<file path="src/rtl/branch_predictor.sv">
// branch_predictor: IF-stage next-PC predictor for the 16-bit TSC core.
// Direct-mapped BTB with 2-bit saturating counters, an ID-stage copy of the
// prediction that travels with the IR, and the ID-stage miss check and
// training path.
// Optional build macro BP_STATS_EN adds num_ctrl / num_miss statistics outputs.
module branch_predictor #(
    parameter int WORD_SIZE  = 16,
    parameter int INDEX_BITS = 4
) (
    input  logic                 clk,
    input  logic                 reset,
    input  logic [WORD_SIZE-1:0] pc_if,
    output logic [WORD_SIZE-1:0] next_pc_pred,
    output logic                 taken_pred_if,
    input  logic                 ir_write,
    input  logic                 flush_if,
    input  logic                 resolve_valid,
    input  logic                 resolve_is_ctrl,
    input  logic                 resolve_taken,
    input  logic [WORD_SIZE-1:0] resolve_target,
    output logic                 branch_miss,
    output logic [WORD_SIZE-1:0] correct_pc
`ifdef BP_STATS_EN
    ,
    output logic [15:0]          num_ctrl,
    output logic [15:0]          num_miss
`endif
);

    localparam int ENTRIES = 1 << INDEX_BITS;
    localparam int TAG_W   = WORD_SIZE - INDEX_BITS;

    // BTB storage
    logic                 valid_q  [ENTRIES];
    logic [TAG_W-1:0]     tag_q    [ENTRIES];
    logic [WORD_SIZE-1:0] target_q [ENTRIES];
    logic [1:0]           ctr_q    [ENTRIES];

    // ID-stage copy of the IF prediction
    logic                 id_valid_q,       id_valid_d;
    logic [WORD_SIZE-1:0] pc_id_q,          pc_id_d;
    logic                 pred_taken_id_q,  pred_taken_id_d;
    logic [WORD_SIZE-1:0] pred_target_id_q, pred_target_id_d;

    // IF lookup signals
    logic [INDEX_BITS-1:0] if_idx;
    logic [TAG_W-1:0]      if_tag;
    logic                  if_hit;

    // ID resolution / training signals
    logic                  actual_taken;
    logic                  check_en;
    logic                  train_en;
    logic [INDEX_BITS-1:0] id_idx;
    logic [TAG_W-1:0]      id_tag;
    logic                  id_hit;

    // Single-entry BTB write produced by training
    logic                  upd_en;
    logic                  upd_valid_d;
    logic [TAG_W-1:0]      upd_tag_d;
    logic [WORD_SIZE-1:0]  upd_target_d;
    logic [1:0]            upd_ctr_d;

    // Lookup the fetch PC; the pre-update entry is seen even if it is trained this cycle
    always_comb begin
        if_idx        = pc_if[INDEX_BITS-1:0];
        if_tag        = pc_if[WORD_SIZE-1:INDEX_BITS];
        if_hit        = valid_q[if_idx] && (tag_q[if_idx] == if_tag);
        taken_pred_if = if_hit && ctr_q[if_idx][1];
        next_pc_pred  = taken_pred_if ? target_q[if_idx] : pc_if + WORD_SIZE'(1);
    end

    // ID-stage next state: flush wins over ir_write, otherwise hold on stall
    always_comb begin
        id_valid_d       = id_valid_q;
        pc_id_d          = pc_id_q;
        pred_taken_id_d  = pred_taken_id_q;
        pred_target_id_d = pred_target_id_q;
        if (flush_if) begin
            id_valid_d = 1'b0;
        end else if (ir_write) begin
            id_valid_d       = 1'b1;
            pc_id_d          = pc_if;
            pred_taken_id_d  = taken_pred_if;
            pred_target_id_d = next_pc_pred;
        end
    end

    // ID-stage registers
    always_ff @(posedge clk or posedge reset) begin
        if (reset) begin
            id_valid_q       <= 1'b0;
            pc_id_q          <= '0;
            pred_taken_id_q  <= 1'b0;
            pred_target_id_q <= '0;
        end else begin
            id_valid_q       <= id_valid_d;
            pc_id_q          <= pc_id_d;
            pred_taken_id_q  <= pred_taken_id_d;
            pred_target_id_q <= pred_target_id_d;
        end
    end

    // Compare the carried prediction with the resolved outcome
    always_comb begin
        actual_taken = resolve_is_ctrl && resolve_taken;
        check_en     = id_valid_q && resolve_valid;
        branch_miss  = 1'b0;
        if (check_en) begin
            if (pred_taken_id_q != actual_taken) begin
                branch_miss = 1'b1;
            end else if (actual_taken && (pred_target_id_q != resolve_target)) begin
                branch_miss = 1'b1;
            end
        end
        correct_pc = actual_taken ? resolve_target : pc_id_q + WORD_SIZE'(1);
    end

    // Training decision; ir_write gating makes a stalled instruction train once
    always_comb begin
        train_en     = check_en && ir_write;
        id_idx       = pc_id_q[INDEX_BITS-1:0];
        id_tag       = pc_id_q[WORD_SIZE-1:INDEX_BITS];
        id_hit       = valid_q[id_idx] && (tag_q[id_idx] == id_tag);
        upd_en       = 1'b0;
        upd_valid_d  = valid_q[id_idx];
        upd_tag_d    = tag_q[id_idx];
        upd_target_d = target_q[id_idx];
        upd_ctr_d    = ctr_q[id_idx];
        if (train_en) begin
            if (resolve_is_ctrl) begin
                if (id_hit) begin
                    upd_en = 1'b1;
                    if (resolve_taken) begin
                        upd_ctr_d    = (ctr_q[id_idx] == 2'b11) ? 2'b11 : ctr_q[id_idx] + 2'd1;
                        upd_target_d = resolve_target;
                    end else begin
                        upd_ctr_d    = (ctr_q[id_idx] == 2'b00) ? 2'b00 : ctr_q[id_idx] - 2'd1;
                    end
                end else if (resolve_taken) begin
                    upd_en       = 1'b1;
                    upd_valid_d  = 1'b1;
                    upd_tag_d    = id_tag;
                    upd_target_d = resolve_target;
                    upd_ctr_d    = 2'b10;
                end
            end else if (id_hit) begin
                // Non-control instruction aliasing onto a BTB entry: drop it
                upd_en      = 1'b1;
                upd_valid_d = 1'b0;
            end
        end
    end

    // BTB storage update
    always_ff @(posedge clk or posedge reset) begin
        if (reset) begin
            for (int i = 0; i < ENTRIES; i++) begin
                valid_q[i]  <= 1'b0;
                tag_q[i]    <= '0;
                target_q[i] <= '0;
                ctr_q[i]    <= 2'b01;
            end
        end else if (upd_en) begin
            valid_q[id_idx]  <= upd_valid_d;
            tag_q[id_idx]    <= upd_tag_d;
            target_q[id_idx] <= upd_target_d;
            ctr_q[id_idx]    <= upd_ctr_d;
        end
    end

`ifdef BP_STATS_EN
    logic [15:0] num_ctrl_q;
    logic [15:0] num_miss_q;

    // Saturating counts of trained control instructions and trained misses
    always_ff @(posedge clk or posedge reset) begin
        if (reset) begin
            num_ctrl_q <= '0;
            num_miss_q <= '0;
        end else begin
            if (train_en && resolve_is_ctrl && (num_ctrl_q != 16'hFFFF)) begin
                num_ctrl_q <= num_ctrl_q + 16'd1;
            end
            if (train_en && branch_miss && (num_miss_q != 16'hFFFF)) begin
                num_miss_q <= num_miss_q + 16'd1;
            end
        end
    end

    assign num_ctrl = num_ctrl_q;
    assign num_miss = num_miss_q;
`endif

endmodule

</file>
<file path="config.mk">
export PLATFORM = sky130hd
export DESIGN_NAME = branch_predictor
export DESIGN_NICKNAME = d
export VERILOG_FILES = /design/src/rtl/branch_predictor.sv
export SDC_FILE = /design/constraint.sdc
export NUM_CORES = 1
export LEC_CHECK = 0
export CAP_MARGIN = 20
export CELL_PAD_IN_SITES_DETAIL_PLACEMENT = 1
export CELL_PAD_IN_SITES_GLOBAL_PLACEMENT = 1
export CORE_MARGIN = 3
export CORE_UTILIZATION = 29
export CTS_CLUSTER_SIZE = 24
export DETAILED_ROUTE_END_ITERATION = 12
export HOLD_SLACK_MARGIN = 0.1
export PLACE_DENSITY_LB_ADDON = 0.2
export SYNTH_ARGS = -nofsm -noshare
export SYNTH_HDL_FRONTEND = slang
export SYNTH_SLANG_ARGS = --single-unit
</file>
<file path="constraint.sdc">
create_clock -name clk -period 26.3 [get_ports clk]
set_clock_uncertainty 0.1 [all_clocks]
set_input_delay 5.26 -clock clk [delete_from_list [all_inputs] [get_ports clk]]
set_output_delay 5.26 -clock clk [all_outputs]
set_load 0.005 [all_outputs]
</file>
==> impl_metrics.env, run 1 <==
export IMPL_outcome="complete, no violations"
export IMPL_cts_sinks=530
export IMPL_setup_viol=0
export IMPL_pwr_density_cell_mw_per_mm2=60.00
export IMPL_min_to="target_q[134]"
export IMPL_wl_per_cell_um=29.90
export IMPL_routed_wl_um=100400
export IMPL_drtAntennaViolNets=0
export IMPL_cts_resized=0
export IMPL_finalCritPeriodShare=0.5747
export IMPL_nets=1985
export IMPL_drt_first_iter_violations=1221
export IMPL_ys_flop_type="dfrtp_1"
export IMPL_critPathMaxStageDelay_ns=0.86
export IMPL_p_int_mw=1.492
export IMPL_dp_worst_setup_slack_ns=11.15
export IMPL_r2r_setup_slack_ns=19.35
export IMPL_cp_max_fo=61
export IMPL_worst_slew_pin_slew_ns=1.081
export IMPL_pin_count=73
export IMPL_finalWeightedCongestion=0.7826
export IMPL_antenna_found_initial=3
export IMPL_synth_fp_nets=1982
export IMPL_hold_path_class="flop to flop"
export IMPL_dieWidth_um=327.5
export IMPL_timing_final_ws_setup_ns=11.19
export IMPL_final_util=0.3328
export IMPL_die_y_um=327.5
export IMPL_async_flop_share=1.000
export IMPL_synth_distinct_cells=55
export IMPL_clk_insertion_delay_late_ns=0.62
export IMPL_clkPwrFrac=0.461
export IMPL_grt_pass1_wl_um=147400
export IMPL_synth_area_sq_mm=0.02998
export IMPL_dr_pass1_iters=5
export IMPL_swShare=0.2686
export IMPL_avgSynthCellArea_sq_um=15.47
export IMPL_drive_gt1_frac=0.4709
export IMPL_p_comb_frac=0.118
export IMPL_worst_path_max_delay_cell="buf_4"
export IMPL_grt_pass1_vias=19690
export IMPL_path_clk_slew_ns=0.05
export IMPL_area_delta_synth_final_pct=13.43
export IMPL_start_kind="input pin"
export IMPL_start_util=0.2934
export IMPL_place_hpwl_um=62080
export IMPL_rsz0062_at_grt="no"
export IMPL_fill_cells=10588
export IMPL_crit_required_ns=20.94
export IMPL_crit_chain="clkbuf_8, buf_4, mux4_2, mux4_2, xnor2_1, and3_1, nand4_1, buf_4, mux2_2, clkdlybuf4s50_1"
export IMPL_syn_inst=1938
export IMPL_grt_usage=0.1879
export IMPL_cts_max_level=3
export IMPL_std_cell_rows=117
export IMPL_hold_viol=0
export IMPL_tns_ns=0
export IMPL_drc=0
export IMPL_die_area_sq_mm=0.1073
export IMPL_core_sq_mm=0.1022
export IMPL_synth_commonest_cells="514 x dfrtp_1, 357 x mux2_2, 266 x mux4_2"
export IMPL_ys_ff_latch=530
export IMPL_synth_edff_count=0
export IMPL_max_vdd_ir_drop_mv=0.04148
export IMPL_path_class="input pin to primary output"
export IMPL_hp_start="target_q[134]"
export IMPL_p_sw_mw=0.5481
export IMPL_grt_max_degree=123
export IMPL_yosysSeqAreaShare=0.4430
export IMPL_viasPerCell=5.374
export IMPL_synthTopCellsByArea="dfrtp_1 43%, mux4_2 20%, mux2_2 13%"
export IMPL_insertedDiodeCount=0
export IMPL_yosysMostFrequentCell="dfrtp_1"
export IMPL_max_slew_margin=0.2792
export IMPL_rr_startpoint="pc_id_q[3]"
export IMPL_synth_top_area_frac=0.4290
export IMPL_period_needed_ns=15.11
export IMPL_numPortBuffers=72
export IMPL_ys_warn_count=0
export IMPL_grt_overflow=0
export IMPL_max_freq_mhz=66.16
export IMPL_vias=18046
export IMPL_post_cts_setup_buffers=0
export IMPL_cts_tree="yes"
export IMPL_crit_path_end_kind="primary output"
export IMPL_slew_violations=0
export IMPL_whs_path_depth=1
export IMPL_rr_worst_depth=11
export IMPL_sequentialPowerShare=0.421
export IMPL_cts_buffers=67
export IMPL_fin_hold_ws_ns=0.4096
export IMPL_clockBufferDepth=3
export IMPL_cts_hold_buffers=0
export IMPL_yosys_area_top_type="dfrtp_1"
export IMPL_leakagePower_nw=15.40
export IMPL_arrival_ns=9.75
export IMPL_cts_root_buffer="clkbuf_16"
export IMPL_rr_endpoint="target_q[5]"
export IMPL_cap_violations=0
[final cells by class]
| cell class | instances | area, sq um | share of cell area |
|---|---|---|---|
| tap | 1368 | 1712 | 0.05033 |
| inverter | 10 | 45.04 | 0.001325 |
| sequential | 530 | 13300 | 0.3910 |
| clock buffer | 100 | 1962 | 0.05769 |
| timing repair buffer | 119 | 1084 | 0.03186 |
| clock inverter | 18 | 252.7 | 0.007432 |
| multi-input combinational | 1213 | 15650 | 0.4603 |
[worst max-delay path: cells and delay by family]
kind | cells | cell delay [ns]
mux | 3 | 1.47
buf+inv | 4 | 2.25
xor+xnor | 1 | 0.29
simple gates | 2 | 0.30
[per-layer routing]
layer,global-route usage,vias to the layer above,part of all wire
met3,0.02300,121,0.034
met1,0.2703,10102,0.47
met2,0.3012,365,0.47
met5,0,-,0
li1,-,7458,-
met4,0.04682,0,0.023
[registers in the layout (all words and copies together), names as in the netlist]
name	count
ctr_q	32
id_valid_q	1
pc_id_q	16
pred_taken_id_q	1
pred_target_id_q	16
tag_q	192
target_q	256
valid_q	16
[stage by stage]
| step | instances | area (sq um) | total power [mW] |
|---|---|---|---|
| 6_report | 3358 | 34010 | 2.040 |
| 3_5_place_dp | 3238 | 31760 | 1.118 |
| 5_1_grt | 3358 | 34010 | 2.123 |
| 3_3_place_gp | 3237 | 31760 | 1.115 |
| 4_1_cts | 3356 | 33980 | 2.074 |
| 2_1_floorplan | 1938 | 29980 | 1.022 |
[how the worst max path moves through the flow]
| stage | cells past startpoint | slack, ns | from | end |
|---|---|---|---|---|
| 3_3_place_gp | 10 | 11.17 | pc_if[0] | next_pc_pred[1] |
| 2_1_floorplan | 1 | 6.16 | reset | ctr_q[11] |
| 4_1_cts | 10 | 11.14 | pc_if[0] | next_pc_pred[1] |
| 6_report | 10 | 11.19 | pc_if[0] | next_pc_pred[1] |
| 3_5_place_dp | 10 | 11.15 | pc_if[0] | next_pc_pred[1] |
| 5_1_grt | 10 | 10.98 | pc_if[0] | next_pc_pred[1] |
[cells in the final DEF (no fill, tap or decap), drive strengths merged, types with 3 or more instances in the layout]
| master | synthesis | final |
|---|---|---|
| a21oi | 10 | 10 |
| a22o | 6 | 6 |
| a22oi | 7 | 7 |
| a31oi | 6 | 6 |
| and2 | 4 | 4 |
| and3 | 16 | 16 |
| buf | 110 | 50 |
| bufinv | 0 | 5 |
| clkbuf | 75 | 101 |
| clkdlybuf4s50 | 0 | 68 |
| clkinv | 0 | 8 |
| dfrtp | 514 | 514 |
| dfstp | 16 | 16 |
| ha | 5 | 5 |
| inv | 10 | 15 |
| mux2 | 576 | 576 |
| mux2i | 49 | 49 |
| mux4 | 266 | 266 |
| nand2 | 41 | 41 |
| nand2b | 4 | 4 |
| nand3 | 36 | 36 |
| nand4 | 25 | 25 |
| nor2 | 15 | 15 |
| nor2b | 11 | 11 |
| nor3 | 9 | 9 |
| nor4 | 6 | 6 |
| o211ai | 3 | 3 |
| o21ai | 26 | 26 |
| or4 | 3 | 3 |
| xnor2 | 44 | 44 |
| xor2 | 23 | 23 |
[cell families after synthesis]
logic type | count (synthesis) | synth area share
AO/OA/AOI/OAI | 73 | 0.01557
flip-flops | 530 | 0.4430
buffers and inverters | 195 | 0.03501
XOR/XNOR | 67 | 0.01957
multiplexers | 891 | 0.4483
adder cells (fa/ha/maj) | 6 | 0.002421
AND/OR/NAND/NOR | 176 | 0.03606
[power by group through the flow]
stage                     combinational (mW)  clock (mW)  sequential (mW)
after floorplan                        0.167           0            0.855
after global placement                 0.241           0            0.873
after detailed placement               0.244           0            0.874
after CTS                              0.245       0.970            0.859
after global routing                   0.258        1.00            0.861
final                                  0.240       0.941            0.859
Power figures use the tool's default switching activity.
==> run 2: changes to the inputs <==
==> constraint.sdc (replaced) <==
create_clock -name clk -period 15.2 [get_ports clk]
set_clock_uncertainty 0.1 [all_clocks]
set_input_delay 3.04 -clock clk [delete_from_list [all_inputs] [get_ports clk]]
set_output_delay 3.04 -clock clk [all_outputs]
set_load 0.005 [all_outputs]
==> impl_metrics.env, run 2 (same netlist as run 1, synthesis figures left out) <==
export IMPL_outcome="complete, no violations"
export IMPL_rsz0062_at_grt="no"
export IMPL_cts_root_buffer="clkbuf_16"
export IMPL_hp_start="target_q[61]"
export IMPL_finalCritPeriodShare=0.6985
export IMPL_grt_pass1_vias=19903
export IMPL_cts_buffers=60
export IMPL_layout_commonest_cell="dfrtp_1"
export IMPL_drive_gt1_frac=0.4753
export IMPL_min_to="target_q[61]"
export IMPL_final_cell_mix="510 x dfrtp_1, 357 x mux2_2, 266 x mux4_2"
export IMPL_crit_required_ns=12.06
export IMPL_period_needed_ns=10.62
export IMPL_hold_viol=0
export IMPL_fill_cells=10536
export IMPL_dr_pass1_iters=6
export IMPL_largest_reg_flops=256
export IMPL_post_cts_setup_buffers=0
export IMPL_max_slew_margin=0.2407
export IMPL_arrival_ns=7.48
export IMPL_design_area_sq_mm=0.03403
export IMPL_start_util=0.2934
export IMPL_rr_worst_depth=11
export IMPL_r2r_setup_slack_ns=7.87
export IMPL_std_cell_rows=117
export IMPL_largest_register="target_q"
export IMPL_drc=0
export IMPL_nets=1978
export IMPL_grt_pass1_wl_um=148900
export IMPL_seqCellArea_sq_mm=0.01330
export IMPL_pwr_density_cell_mw_per_mm2=104.0
export IMPL_cts_hold_buffers=0
export IMPL_area_delta_synth_final_pct=13.50
export IMPL_setup_viol=0
export IMPL_clk_insertion_delay_late_ns=0.66
export IMPL_max_freq_mhz=94.19
export IMPL_place_hpwl_um=62210
export IMPL_die_area_sq_mm=0.1073
export IMPL_max_vdd_ir_drop_mv=0.08508
export IMPL_clockBufferDepth=3
export IMPL_path_class="input pin to primary output"
export IMPL_hold_path_class="flop to flop"
export IMPL_die_y_um=327.5
export IMPL_crit_path_end_kind="primary output"
export IMPL_cap_violations=0
export IMPL_worst_slew_pin_slew_ns=1.139
export IMPL_drt_first_iter_violations=1212
export IMPL_dieWidth_um=327.5
export IMPL_path_clk_slew_ns=0.06
export IMPL_finalWeightedCongestion=0.7947
export IMPL_numPortBuffers=72
export IMPL_rr_endpoint="tag_q[129]"
export IMPL_vias=18113
export IMPL_routed_wl_um=102000
export IMPL_start_kind="input pin"
export IMPL_multiInputGateArea_sq_mm=0.01566
export IMPL_leakagePower_nw=15.41
export IMPL_tns_ns=0
export IMPL_grt_usage=0.1909
export IMPL_pin_count=73
export IMPL_antenna_found_initial=5
export IMPL_reg_top3="target_q (256), tag_q (192), ctr_q (32)"
export IMPL_core_sq_mm=0.1022
export IMPL_viasPerCell=5.397
export IMPL_cts_tree="yes"
export IMPL_cts_max_level=2
export IMPL_drtAntennaViolNets=0
export IMPL_grt_overflow=0
export IMPL_cts_resized=0
export IMPL_cts_sinks=530
export IMPL_whs_path_depth=1
export IMPL_cp_max_fo=62
export IMPL_slew_violations=0
export IMPL_dpl_instance_area_sq_mm=0.03176
export IMPL_rr_startpoint="pc_id_q[1]"
export IMPL_wl_per_cell_um=30.38
export IMPL_grt_max_degree=80
export IMPL_final_util=0.3330
-- run 2: worst max-delay path by stage --
stage	cells past startpoint	slack, ns	from	to
global route	10	4.35	pc_if[0]	next_pc_pred[1]
detailed placement	10	4.53	pc_if[0]	next_pc_pred[1]
finish	10	4.58	pc_if[0]	next_pc_pred[1]
CTS	10	4.54	pc_if[0]	next_pc_pred[1]
global placement	10	4.57	pc_if[0]	next_pc_pred[1]
floorplan	1	4.87	reset	ctr_q[11]
-- run 2: stage by stage --
step / setup WS (ns) / hold WS, ns / cells / power (mW)
2_1_floorplan: 4.869 / 0.3715 / 1938 / 1.768
3_3_place_gp: 4.569 / 0.3870 / 3236 / 1.932
3_5_place_dp: 4.531 / 0.4024 / 3237 / 1.937
4_1_cts: 4.535 / 0.4168 / 3351 / 3.594
5_1_grt: 4.350 / 0.4326 / 3354 / 3.684
6_report: 4.583 / 0.4153 / 3356 / 3.539
-- run 2: layout make-up --
| type | instances | share of cell area |
|---|---|---|
| multi-input combinational | 1213 | 0.4602 |
| sequential | 530 | 0.3908 |
| clock buffer | 87 | 0.05331 |
| tap | 1368 | 0.05030 |
| timing repair buffer | 119 | 0.03243 |
| clock inverter | 27 | 0.01162 |
| inverter | 10 | 0.001213 |
| antenna | 2 | 0.0001471 |
-- run 2: metal layers --
metal,part of all wire,up-vias,track usage,routed length [um]
li1,-,7445,-,-
met1,0.44,10084,0.2601,45330
met2,0.47,440,0.3066,47790
met3,0.059,144,0.04018,6026
met4,0.028,0,0.05474,2815
met5,0,-,0,0
-- run 2: power breakdown --
part           total, mW  switching [mW]  internal (mW)  leakage (nW)
combinational      0.420           0.256          0.164          7.05
sequential          1.49          0.0486           1.44          7.26
clock               1.63           0.638          0.994          1.10
-- run 2: critical path, stage by stage --
cell	delay, ns
clkbuf_8	0.52
buf_4	0.81
mux4_2	0.62
mux2i_1	0.19
xnor2_1	0.09
o31ai_1	0.65
nand4_1	0.16
buf_4	0.31
mux2_2	0.35
clkdlybuf4s50_1	0.54
==> run 3: changes to the inputs <==
==> constraint.sdc (replaced) <==
create_clock -name clk -period 8.6 [get_ports clk]
set_clock_uncertainty 0.1 [all_clocks]
set_input_delay 1.72 -clock clk [delete_from_list [all_inputs] [get_ports clk]]
set_output_delay 1.72 -clock clk [all_outputs]
set_load 0.005 [all_outputs]
==> impl_metrics.env, run 3 (same netlist as run 1, synthesis figures left out) <==
export IMPL_largest_reg_flops=256
export IMPL_core_sq_mm=0.1022
export IMPL_area_delta_synth_final_pct=14.07
export IMPL_leakagePower_nw=15.50
export IMPL_dr_max_layer_used="met4"
export IMPL_cts_buffers=66
export IMPL_antenna_found_initial=3
export IMPL_cts_tree="yes"
export IMPL_route_met2_wl_um=46880
export IMPL_final_cell_mix="510 x dfrtp_1, 357 x mux2_2, 266 x mux4_2"
export IMPL_crit_required_ns=6.78
export IMPL_vias=18146
export IMPL_routed_wl_um=100600
export IMPL_clockBufferDepth=3
export IMPL_max_slew_margin=0.2612
export IMPL_p_int_mw=4.620
export IMPL_grt_usage=0.1888
export IMPL_die_area_sq_mm=0.1073
export IMPL_drc=0
export IMPL_clkPwrFrac=0.462
export IMPL_post_cts_setup_buffers=0
export IMPL_path_class="input pin to primary output"
export IMPL_drtAntennaViolNets=0
export IMPL_pin_count=73
export IMPL_reg_top3="target_q (256), tag_q (192), ctr_q (32)"
export IMPL_nets=1999
export IMPL_largest_register="target_q"
export IMPL_dieWidth_um=327.5
export IMPL_grt_overflow=0
export IMPL_wl_per_cell_um=29.83
export IMPL_layout_commonest_cell="dfrtp_1"
export IMPL_drt_first_iter_violations=1138
export IMPL_fin_cells=3374
export IMPL_fin_hold_ws_ns=0.4072
export IMPL_drive_gt1_frac=0.4763
export IMPL_place_hpwl_um=63270
export IMPL_pwr_density_cell_mw_per_mm2=183.5
export IMPL_routed_wl_met3_um=4686
export IMPL_swShare=0.2639
export IMPL_hold_viol=0
export IMPL_max_vdd_ir_drop_mv=0.1140
export IMPL_worst_slew_pin_slew_ns=1.108
export IMPL_start_util=0.2934
export IMPL_cap_violations=0
export IMPL_finalCritPeriodShare=0.8581
export IMPL_arrival_ns=5.56
export IMPL_numPortBuffers=72
export IMPL_crit_path_end_kind="primary output"
export IMPL_cts_root_buffer="clkbuf_16"
export IMPL_cts_resized=0
export IMPL_timing_final_ws_setup_ns=1.221
export IMPL_place_inst=3252
export IMPL_clk_insertion_delay_late_ns=0.62
export IMPL_cp_max_fo=78
export IMPL_p_comb_frac=0.118
export IMPL_period_needed_ns=7.379
export IMPL_cts_sinks=530
export IMPL_path_clk_slew_ns=0.06
export IMPL_cts_max_level=3
export IMPL_rsz0062_at_grt="no"
export IMPL_p_sw_mw=1.656
export IMPL_grt_max_degree=147
export IMPL_drt_met1_wl_um=46330
export IMPL_die_y_um=327.5
export IMPL_total_power_mw=6.276
export IMPL_dr_pass1_iters=5
export IMPL_finalWeightedCongestion=0.7850
export IMPL_grt_pass1_wl_um=147100
export IMPL_slew_violations=0
export IMPL_hold_path_class="flop to flop"
export IMPL_sequentialPowerShare=0.420
export IMPL_dp_worst_setup_slack_ns=1.210
export IMPL_grt_pass1_vias=19888
export IMPL_outcome="complete, no violations"
export IMPL_start_kind="input pin"
export IMPL_setup_viol=0
export IMPL_cts_hold_buffers=0
export IMPL_max_freq_mhz=135.5
export IMPL_std_cell_rows=117
export IMPL_viasPerCell=5.378
[run 3: cell count changes in the layout (fill, tap and decap cells not counted), moves of 4 or more]
cell,before,now
clkinv_2,14,10
clkbuf_16,61,71
clkbuf_8,20,16
bufinv_16,10,5
buf_4,46,60
clkbuf_1,7,15
[run 3: layout make-up]
type	count	area [sq um]
tap	1368	1712
clock buffer	101	2039
antenna	1	2.502
inverter	10	41.29
sequential	530	13300
fill	10644	67980
multi-input combinational	1213	15660
clock inverter	17	216.5
timing repair buffer	134	1229
[run 3: worst paths after layout]
check / end / slack, ns / startpoint / cells past startpoint
max: next_pc_pred[1] / 1.22 / pc_if[0] / 9
max in group asynchronous: target_q[59] / 5.21 / reset / 4
min: ctr_q[17] / 0.41 / ctr_q[17] / 1
max reg2reg: target_q[171] / 1.96 / pc_id_q[0] / 10
min in group asynchronous: target_q[225] / 1.44 / reset / 2
min reg2reg: ctr_q[17] / 0.41 / ctr_q[17] / 1
[run 3: power groups by stage]
| stage | logic [mW] | registers (mW) | clock network (mW) |
|---|---|---|---|
| after global routing | 0.796 | 2.64 | 3.10 |
| final | 0.741 | 2.63 | 2.90 |
| after detailed placement | 0.746 | 2.68 | 0 |
| after global placement | 0.738 | 2.68 | 0 |
| after floorplan | 0.511 | 2.61 | 0 |
| after CTS | 0.750 | 2.63 | 2.99 |
[run 3: per-layer routing]
| layer | vias to the layer above | track usage |
|---|---|---|
| li1 | 7487 | - |
| met1 | 10116 | 0.2641 |
| met2 | 418 | 0.2974 |
| met3 | 125 | 0.03843 |
| met4 | 0 | 0.05210 |
| met5 | - | 0 |
[run 3: critical path, cell delays in order]
cell             delay (ns)
clkbuf_8               0.69
mux4_2                 0.60
mux4_2                 0.52
xnor2_1                0.37
and3_1                 0.23
nand4_1                0.12
buf_4                  0.32
mux2_2                 0.35
clkdlybuf4s50_1        0.53
[run 3: through the flow]
stage	util	area [sq um]	setup TNS (ns)
detailed placement	0.3122	31900	0
CTS	0.3343	34150	0
global route	0.3347	34200	0
floorplan	-	29990	-211.27
global placement	0.3121	31890	0
finish	0.3347	34200	0
